**config.mk**
```make
export PLATFORM = sky130hd
export DESIGN_NAME = uart_rx_deframer
export DESIGN_NICKNAME = d
export VERILOG_FILES = /design/src/rtl/uart_rx_deframer.sv
export SDC_FILE = /design/constraint.sdc
export NUM_CORES = 1
export LEC_CHECK = 0
export ABC_CLOCK_PERIOD_IN_PS = 2200
export CAP_MARGIN = 15
export CORE_ASPECT_RATIO = 1.75
export CORE_MARGIN = 2
export CORE_UTILIZATION = 45
export CTS_BUF_LIST = sky130_fd_sc_hd__clkbuf_4
export DETAILED_ROUTE_END_ITERATION = 10
export GPL_ROUTABILITY_DRIVEN = 1
export HOLD_SLACK_MARGIN = 0.15
export PLACE_DENSITY = 0.72
export RECOVER_POWER = 25
export SLEW_MARGIN = 20
export SYNTH_ARGS = -nofsm -noshare
export SYNTH_HDL_FRONTEND = slang
export SYNTH_SLANG_ARGS = --single-unit
```
**constraint.sdc**
```tcl
create_clock -name pclk -period 2.2 [get_ports pclk]
set_clock_uncertainty 0.05 [all_clocks]
set_input_delay 0.22 -clock pclk [delete_from_list [all_inputs] [get_ports pclk]]
set_output_delay 0.22 -clock pclk [all_outputs]
set_load 0.01 [all_outputs]
```
**src/rtl/uart_rx_deframer.sv**
```systemverilog
// UART receive deframer: synchronises rxd, validates the start bit, samples
// data/parity/stop at bit centres using the oversample tick, and presents each
// word with a one-cycle valid strobe plus parity/framing flags.
module uart_rx_deframer #(
  parameter int DATA_BITS   = 8,
  parameter int OVS         = 16,
  parameter int SYNC_STAGES = 2
) (
  input  logic                 pclk,
  input  logic                 presetn,
  input  logic                 rxd,
  input  logic                 bclk_rx,
  input  logic                 parity_en,
  input  logic                 parity_odd,
  output logic                 rx_bclk_en,
  output logic [DATA_BITS-1:0] rx_data,
  output logic                 rx_valid,
  output logic                 parity_err,
  output logic                 frame_err,
  output logic                 rx_busy
);

  localparam int TW = (OVS > 1) ? $clog2(OVS) : 1;
  localparam int BW = (DATA_BITS > 1) ? $clog2(DATA_BITS) : 1;

  localparam logic [TW-1:0] TICK_HALF = TW'(OVS / 2 - 1);
  localparam logic [TW-1:0] TICK_LAST = TW'(OVS - 1);
  localparam logic [BW-1:0] BIT_LAST  = BW'(DATA_BITS - 1);

  localparam logic [2:0] IDLE     = 3'd0;
  localparam logic [2:0] START    = 3'd1;
  localparam logic [2:0] DATA     = 3'd2;
  localparam logic [2:0] PARITY   = 3'd3;
  localparam logic [2:0] STOP     = 3'd4;
  localparam logic [2:0] BRK_WAIT = 3'd5;

  logic [2:0]             state;
  logic [SYNC_STAGES-1:0] sync;
  logic                   rxd_s;
  logic [TW-1:0]          tick_cnt;
  logic [BW-1:0]          bit_cnt;
  logic [DATA_BITS-1:0]   shift;
  logic                   par_en_q;
  logic                   par_odd_q;
  logic                   par_err_q;

  assign rxd_s   = sync[SYNC_STAGES-1];
  assign rx_busy = (state != IDLE);

  // Input synchroniser; resets to the idle (high) line level.
  always_ff @(posedge pclk or negedge presetn) begin
    if (!presetn) begin
      sync <= '1;
    end else begin
      sync[0] <= rxd;
      for (int unsigned i = 1; i < SYNC_STAGES; i++) begin
        sync[i] <= sync[i-1];
      end
    end
  end

  // Frame state machine, tick/bit counters, shift register and result registers.
  always_ff @(posedge pclk or negedge presetn) begin
    if (!presetn) begin
      state      <= IDLE;
      rx_bclk_en <= 1'b0;
      tick_cnt   <= '0;
      bit_cnt    <= '0;
      shift      <= '0;
      par_en_q   <= 1'b0;
      par_odd_q  <= 1'b0;
      par_err_q  <= 1'b0;
      rx_data    <= '0;
      rx_valid   <= 1'b0;
      parity_err <= 1'b0;
      frame_err  <= 1'b0;
    end else begin
      rx_valid <= 1'b0;
      case (state)
        IDLE: begin
          if (!rxd_s) begin
            state      <= START;
            rx_bclk_en <= 1'b1;
            tick_cnt   <= '0;
            par_en_q   <= parity_en;
            par_odd_q  <= parity_odd;
            par_err_q  <= 1'b0;
          end
        end
        START: begin
          if (bclk_rx) begin
            if (tick_cnt == TICK_HALF) begin
              tick_cnt <= '0;
              if (!rxd_s) begin
                state   <= DATA;
                bit_cnt <= '0;
              end else begin
                state      <= IDLE;
                rx_bclk_en <= 1'b0;
              end
            end else begin
              tick_cnt <= tick_cnt + 1'b1;
            end
          end
        end
        DATA: begin
          if (bclk_rx) begin
            if (tick_cnt == TICK_LAST) begin
              tick_cnt <= '0;
              shift    <= {rxd_s, shift[DATA_BITS-1:1]};
              if (bit_cnt == BIT_LAST) begin
                state <= par_en_q ? PARITY : STOP;
              end else begin
                bit_cnt <= bit_cnt + 1'b1;
              end
            end else begin
              tick_cnt <= tick_cnt + 1'b1;
            end
          end
        end
        PARITY: begin
          if (bclk_rx) begin
            if (tick_cnt == TICK_LAST) begin
              tick_cnt  <= '0;
              par_err_q <= ((^shift) ^ rxd_s) != par_odd_q;
              state     <= STOP;
            end else begin
              tick_cnt <= tick_cnt + 1'b1;
            end
          end
        end
        STOP: begin
          if (bclk_rx) begin
            if (tick_cnt == TICK_LAST) begin
              tick_cnt   <= '0;
              rx_valid   <= 1'b1;
              rx_data    <= shift;
              frame_err  <= ~rxd_s;
              parity_err <= par_en_q & par_err_q;
              rx_bclk_en <= 1'b0;
              state      <= rxd_s ? IDLE : BRK_WAIT;
            end else begin
              tick_cnt <= tick_cnt + 1'b1;
            end
          end
        end
        BRK_WAIT: begin
          if (rxd_s) begin
            state <= IDLE;
          end
        end
        default: begin
          state      <= IDLE;
          rx_bclk_en <= 1'b0;
        end
      endcase
    end
  end

endmodule

```
==> results of run 1 <==
## flip-flops by register name, summed over array words and instances, names as in the netlist
register,count
par_err_q,1
rx_valid,1
shift,8
sync,2
par_en_q,1
frame_err,1
parity_err,1
rx_bclk_en,1
rx_data,8
tick_cnt,4
par_odd_q,1
bit_cnt,3
state,3
## logic make-up (layout without fill, tap and decap cells)
family	count (synthesis)	after routing
buffers and inverters	11	38
adders and majority gates	3	3
muxes	23	23
AOI/OAI and AO/OA	30	30
DFF	35	35
xor gates and xnor gates	9	9
and+or+nand+nor	43	43
## layer usage
layer | part of all wire, % | vias to the layer above | wire [microns] | global-route usage [%]
li1 | - | 604 | - | -
met3 | 3.0 | 9 | 100 | 4.64
met4 | 3.1 | 0 | 104 | 10.8
met5 | 0 | - | 0 | 0
met2 | 54 | 31 | 1820 | 30.4
met1 | 40 | 641 | 1340 | 19.6
## synthesized netlist by cell type, types with 3 or more instances
| library cell | count | share of area, % |
|---|---|---|
| nor2_1 | 5 | 1.0 |
| buf_2 | 4 | 1.1 |
| nor2b_1 | 3 | 1.0 |
| nand4_1 | 3 | 1.0 |
| xnor2_1 | 7 | 3.4 |
| nand3_1 | 4 | 1.1 |
| a22o_1 | 3 | 1.5 |
| o21ai_0 | 12 | 3.4 |
| mux2i_1 | 3 | 1.7 |
| nand2_1 | 11 | 2.3 |
| a21o_1 | 3 | 1.3 |
| dfrtp_1 | 33 | 46 |
| mux2_2 | 18 | 11 |
| ha_1 | 3 | 2.1 |
| nand2b_1 | 4 | 1.4 |
| inv_1 | 5 | 1.0 |
## what timing repair did
action,in CTS,in global routing
endpoints found under the setup margin,0,1
gates resized for setup,0,1
hold buffers,0,0
## placed cells by master (no fill, tap or decap), drive strengths merged, types with 3 or more instances in the layout
| master | synthesis | final |
|---|---|---|
| a211oi | 3 | 3 |
| a21o | 3 | 3 |
| a22o | 3 | 3 |
| buf | 6 | 6 |
| clkbuf | 0 | 7 |
| clkdlybuf4s50 | 0 | 16 |
| dfrtp | 33 | 33 |
| ha | 3 | 3 |
| inv | 5 | 5 |
| mux2 | 20 | 20 |
| mux2i | 3 | 3 |
| nand2 | 11 | 11 |
| nand2b | 4 | 4 |
| nand3 | 4 | 4 |
| nand4 | 3 | 3 |
| nor2 | 6 | 6 |
| nor2b | 3 | 3 |
| o21ai | 13 | 13 |
| xnor2 | 7 | 7 |
## layout make-up
class	count	area, sq um	area share, %
Clock buffer	6	45.0	2.15
Timing Repair Buffer	25	230	11.0
Sequential cell	35	880	41.9
Multi-Input combinational cell	108	857	40.8
Tap cell	48	60.1	2.86
Inverter	5	18.8	0.894
Clock inverter	2	7.51	0.358
## through the flow
| stage | cells | utilization, % | setup slack (ns) |
|---|---|---|---|
| global route | 229 | 54.8 | 0.00368 |
| CTS | 229 | 54.8 | 0.0496 |
| floorplan | 154 | - | 0.228 |
| finish | 229 | 54.8 | 0.0857 |
| global placement | 221 | 53.5 | 0.183 |
| detailed placement | 221 | 53.5 | 0.102 |
## report_power, final
part / switching (W) / internal, W
logic: 0.000352 / 0.000355
registers: 0.000132 / 0.000737
clock network: 0.000199 / 0.000131
total: 0.000683 / 0.00122
## worst register-to-register path, delay by kind of cell (launching register included)
kind / cells / cell delay [ns]
compound gates: 2 / 0.43
flops: 1 / 0.42
fa+ha+maj: 2 / 0.40
simple gates: 1 / 0.40
mux: 1 / 0.31
## worst paths after layout
| kind | slack (ns) | endpoint |
|---|---|---|
| worst max-delay path | 0.09 | bit_cnt[0] |
| worst min-delay path | 0.31 | sync[1] |
| worst max register to register | 0.09 | bit_cnt[0] |
| worst min register to register | 0.31 | sync[1] |
| max in group asynchronous | 1.05 | state[1] |
| min in group asynchronous | 0.47 | rx_valid |
==> flow_summary.yaml, run 1 <==
placed_design:
  dpl.hpwl_microns: 2510
  port_buffers: 18
  place_area_sq_um: 2050
  place_congestion: 0.873
floorplanning:
  die_y_microns: 87.4
  ios: 19
  num_rows: 30
  die_w_microns: 51.7
  core_area_sq_um: 3830
  die_area_sq_um: 4520
  initial_utilization_pct: 46.7
timing:
  rsz0062_at_grt: "false"
  whs_ns: 0.310
  period_needed_ns: 2.11
  tns_ns: 0
  tightest_slew_ns: 0.852
  relSlewSlack_pct: 43.2
  setup_viol: 0
  finalHoldViolations: 0
  fmax_mhz: 473
  period_share_pct: 96.1
  drv_slew: 0
grt:
  grt_start_max_net_pins: 36
  grt-ovfl-total: 0
  grt_antenna_before_repair: 0
  grt_pass1_wl_microns: 6030
  grt_usage_pct: 17.9
  grt_pass1_vias: 1376
power:
  power_density_nw_per_um2: 908
  peakVddDrop_uv: 553
  power.leakage_nw: 0.964
  p_total_w: 0.00191
yosys:
  synthXorXnorAreaFrac_pct: 5.17
  synthFlopType: "dfrtp_1"
  synth_mux_area_share_pct: 14.5
  yosysSeqAreaShare_pct: 49.1
  syn_area_sq_um: 1790
  synth_top_family_by_area: "multiplexers"
  syn_inst: 154
  synth-simple-area-share_pct: 13.4
  yosysWarnings: 0
  syn_nets: 163
  synth-compound-area-share_pct: 12.7
  synth_edf_count: 0
  async_flop_share_pct: 100
  ys_ff_latch: 35
  synth.avg_cell_area_sq_um: 11.6
  yosys.cell_types.count: 41
  synthAdderAreaFrac_pct: 2.10
critical_path:
  crit_arrival_ns: 2.30
  cp_slowest_stage_delay_ns: 0.42
  crit_required_ns: 2.38
  crit_chain: "ha_1 > ha_1 > or3b_1 > a221oi_4 > o21ai_2 > mux2_4"
  crit_slowest_cell: "dfrtp_1"
  critPathLaunchType: "flip-flop"
  crit_family: "compound AO/OA/AOI/OAI gates"
  worst-path-buf-inv: 0
  cpMostUsedCell: "ha_1"
  worstSetupPathType: "flip-flop to flip-flop"
  cp.depth: 6
  startpoint: "bit_cnt[0]"
  r2r_cells: 6
  regToRegStartpoint: "bit_cnt[0]"
  worstPathMaxFanout: 3
  endpoint_kind: "flip-flop"
run:
  maxCapViolCount: 0
clock_network:
  cts_root_buffer: "clkbuf_4"
  cts_tree: "built"
  clk-insertion-delay-late_ns: 0.33
  htree_num_levels: 2
  clock_sinks: 35
  cts_buffer_depth: 2
  tritoncts.num_buffers: 5
  clk_pin_slew_ns: 0.11
  cts_setup_buffers: 0
detailed_routing:
  routed_wl_microns: 3370
  post-route-drc-count: 0
  ant_nets: 0
  drtIter0Drc: 20
  vias: 1285
  wl_per_cell_microns: 14.7
  viasPerCell: 5.61
  dr.pass1.iters: 4
cells_and_area:
  antenna_cells: 0
  stdcell_area_sq_um: 2100
  nets: 189
  syn2layout_area_growth_pct: 17.3
  n_fill_cell: 356
  drive_gt1_share_pct: 25.4
run_status:
  status: "finished, final reports clean"
worst_hold_path:
  hp-class: "flip-flop to flip-flop"
  hold_depth: 0
  hp-start: "sync[0]"
Note: power is estimated with default switching activity, not from simulation.
==> inputs of run 2 (changes only) <==
CORE_UTILIZATION = 40   (was 45)
GPL_TIMING_DRIVEN = 0   (was default)
PLACE_DENSITY = 0.66   (was 0.72)
==> run 2 against run 1 <==
Net effect: routed wire length up 7.9%; combinational power up 11%; maximum frequency down 0.81%; via count up 1.2%; die area up 12%; sequential power down 4.7%; first-iteration DRC count down 25%; sequential share of layout area down 1.2 points; critical path depth unchanged; clock power up 35%; worst hold slack better by 0.00076 ns; register-to-register slack worse by 0.02 ns; largest power group unchanged.
==> flow_summary.yaml, run 2 (synthesis gave the netlist of run 1 again) <==
run_status:
  status: "finished, final reports clean"
detailed_routing:
  dr.pass1.iters: 4
  ant_nets: 0
  viasPerCell: 5.47
  wl_per_cell_microns: 15.3
  post-route-drc-count: 0
  routed_wl_microns: 3630
  drtIter0Drc: 15
  vias: 1301
clock_network:
  cts_root_buffer: "clkbuf_4"
  htree_num_levels: 2
  cts_tree: "built"
  clk-insertion-delay-late_ns: 0.34
  tritoncts.num_buffers: 5
  clock_sinks: 35
  cts_buffer_depth: 2
  clk_pin_slew_ns: 0.11
timing:
  drv_slew: 0
  period_share_pct: 96.9
  fin_ws_ns: 0.0685
  tightest_slew_ns: 0.796
  period_needed_ns: 2.13
  relSlewSlack_pct: 46.4
  setup_viol: 0
  tns_ns: 0
  rsz0062_at_grt: "false"
  fmax_mhz: 469
  finalHoldViolations: 0
floorplanning:
  die_y_microns: 92.5
  num_rows: 32
  initial_utilization_pct: 41.0
  ios: 19
  core_area_sq_um: 4360
  die_w_microns: 54.6
  die_area_sq_um: 5040
power:
  p_clk_share_pct: 21.5
  internal_power_w: 0.00134
  p_comb_share_pct: 38.3
  power.leakage_nw: 1.01
  switching_power_w: 0.000713
  peakVddDrop_uv: 474
  seqPwrFrac_pct: 40.2
  power_density_nw_per_um2: 951
  switching_share_pct: 34.7
critical_path:
  crit_required_ns: 2.39
  endpoint_kind: "flip-flop"
  crit_chain: "ha_1 > ha_1 > or3b_4 > a221oi_4 > o21ai_2 > mux2_4"
  crit_slowest_cell: "dfrtp_1"
  worst-path-buf-inv: 0
  cpMostUsedCell: "ha_1"
  crit_family: "compound AO/OA/AOI/OAI gates"
  worstPathMaxFanout: 3
  cp_slowest_stage_delay_ns: 0.40
  critPathLaunchType: "flip-flop"
  worstSetupPathType: "flip-flop to flip-flop"
  crit_arrival_ns: 2.32
run:
  maxCapViolCount: 0
placed_design:
  dpl.hpwl_microns: 2730
  port_buffers: 18
  place_congestion: 0.863
  pre_cts_ws_ns: -0.193
grt:
  grt_antenna_before_repair: 0
  grt_start_max_net_pins: 27
  grt_pass1_vias: 1350
  grt_pass1_wl_microns: 6110
  grt-ovfl-total: 0
  grt_usage_pct: 16.7
cells_and_area:
  nets: 195
  n_fill_cell: 395
  reg_top3: "rx_data x8, shift x8, tick_cnt x4"
  syn2layout_area_growth_pct: 20.8
  drive_gt1_share_pct: 28.3
  layout_commonest_cell: "dfrtp_1"
  final_cell_mix: "dfrtp_1 (32), mux2_2 (18), clkdlybuf4s50_1 (15), o21ai_0 (12), nand2_1 (11)"
  antenna_cells: 0
worst_hold_path:
  hp-class: "input port to async pin"
==> run 2: layout make-up <==
type                       count  area [sq um]  area share [%]
timing repair buffer          25           229            10.6
tap                           51          63.8            2.95
clock inverter                 3          38.8            1.79
multi-input combinational    108           860            39.8
buffer                         6          35.0            1.62
clock buffer                   5          37.5            1.74
sequential                    35           880            40.7
inverter                       5          18.8           0.868
==> run 2: final timing paths <==
kind                       slack [ns]          end  cells after the start  startpoint
max reg2reg                      0.07   bit_cnt[0]                      6  bit_cnt[0]
max                              0.07   bit_cnt[0]                      6  bit_cnt[0]
max in group asynchronous        0.73     state[1]                      3     presetn
min in group pclk                0.31      sync[1]                      0     sync[0]
min reg2reg                      0.31      sync[1]                      0     sync[0]
min                              0.31  tick_cnt[3]                      2     presetn
==> run 2: layer usage <==
metal,share of wire [%],global-route usage (%)
met5,0,0
met4,3.0,8.54
met3,3.4,3.87
met2,55,28.6
met1,38,18.0
==> run 2: worst register-to-register path, delay by kind of cell, from the launching register on <==
family,cells,cell delay (ns)
AOI/OAI and AO/OA,2,0.47
adders and majority gates,2,0.42
DFF,1,0.40
and+or+nand+nor,1,0.39
muxes,1,0.31
==> run 2: repair_timing <==
item                       in CTS  in global routing
hold endpoints to repair       33                  0
hold buffers                    1                  0
gates cloned                    0                  0
pin swaps                       1                  1
gates resized for setup         1                  2
setup endpoints to repair       7                  2
setup buffers                   3                  2
==> run 2: power groups by stage <==
| stage | combinational (W) | clock (W) | sequential [W] |
|---|---|---|---|
| CTS | 0.000767 | 0.000455 | 0.000828 |
| finish | 0.000787 | 0.000443 | 0.000827 |
| floorplan | 0.000567 | 0 | 0.000819 |
| detailed placement | 0.000753 | 0 | 0.000841 |
| global placement | 0.000723 | 0 | 0.000834 |
| global route | 0.000871 | 0.000482 | 0.000840 |
==> run 2: metrics by stage <==
| step | power, W | utilization, % | hold WS, ns | instance area (sq um) | cells |
|---|---|---|---|---|---|
| 2_1_floorplan | 0.00139 | - | -0.126 | 1790 | 154 |
| 3_3_place_gp | 0.00156 | 46.6 | 0.295 | 2030 | 223 |
| 3_5_place_dp | 0.00159 | 46.9 | 0.0659 | 2050 | 224 |
| 4_1_cts | 0.00205 | 49.5 | 0.227 | 2160 | 236 |
| 5_1_grt | 0.00219 | 49.5 | 0.319 | 2160 | 238 |
| 6_report | 0.00206 | 49.5 | 0.310 | 2160 | 238 |
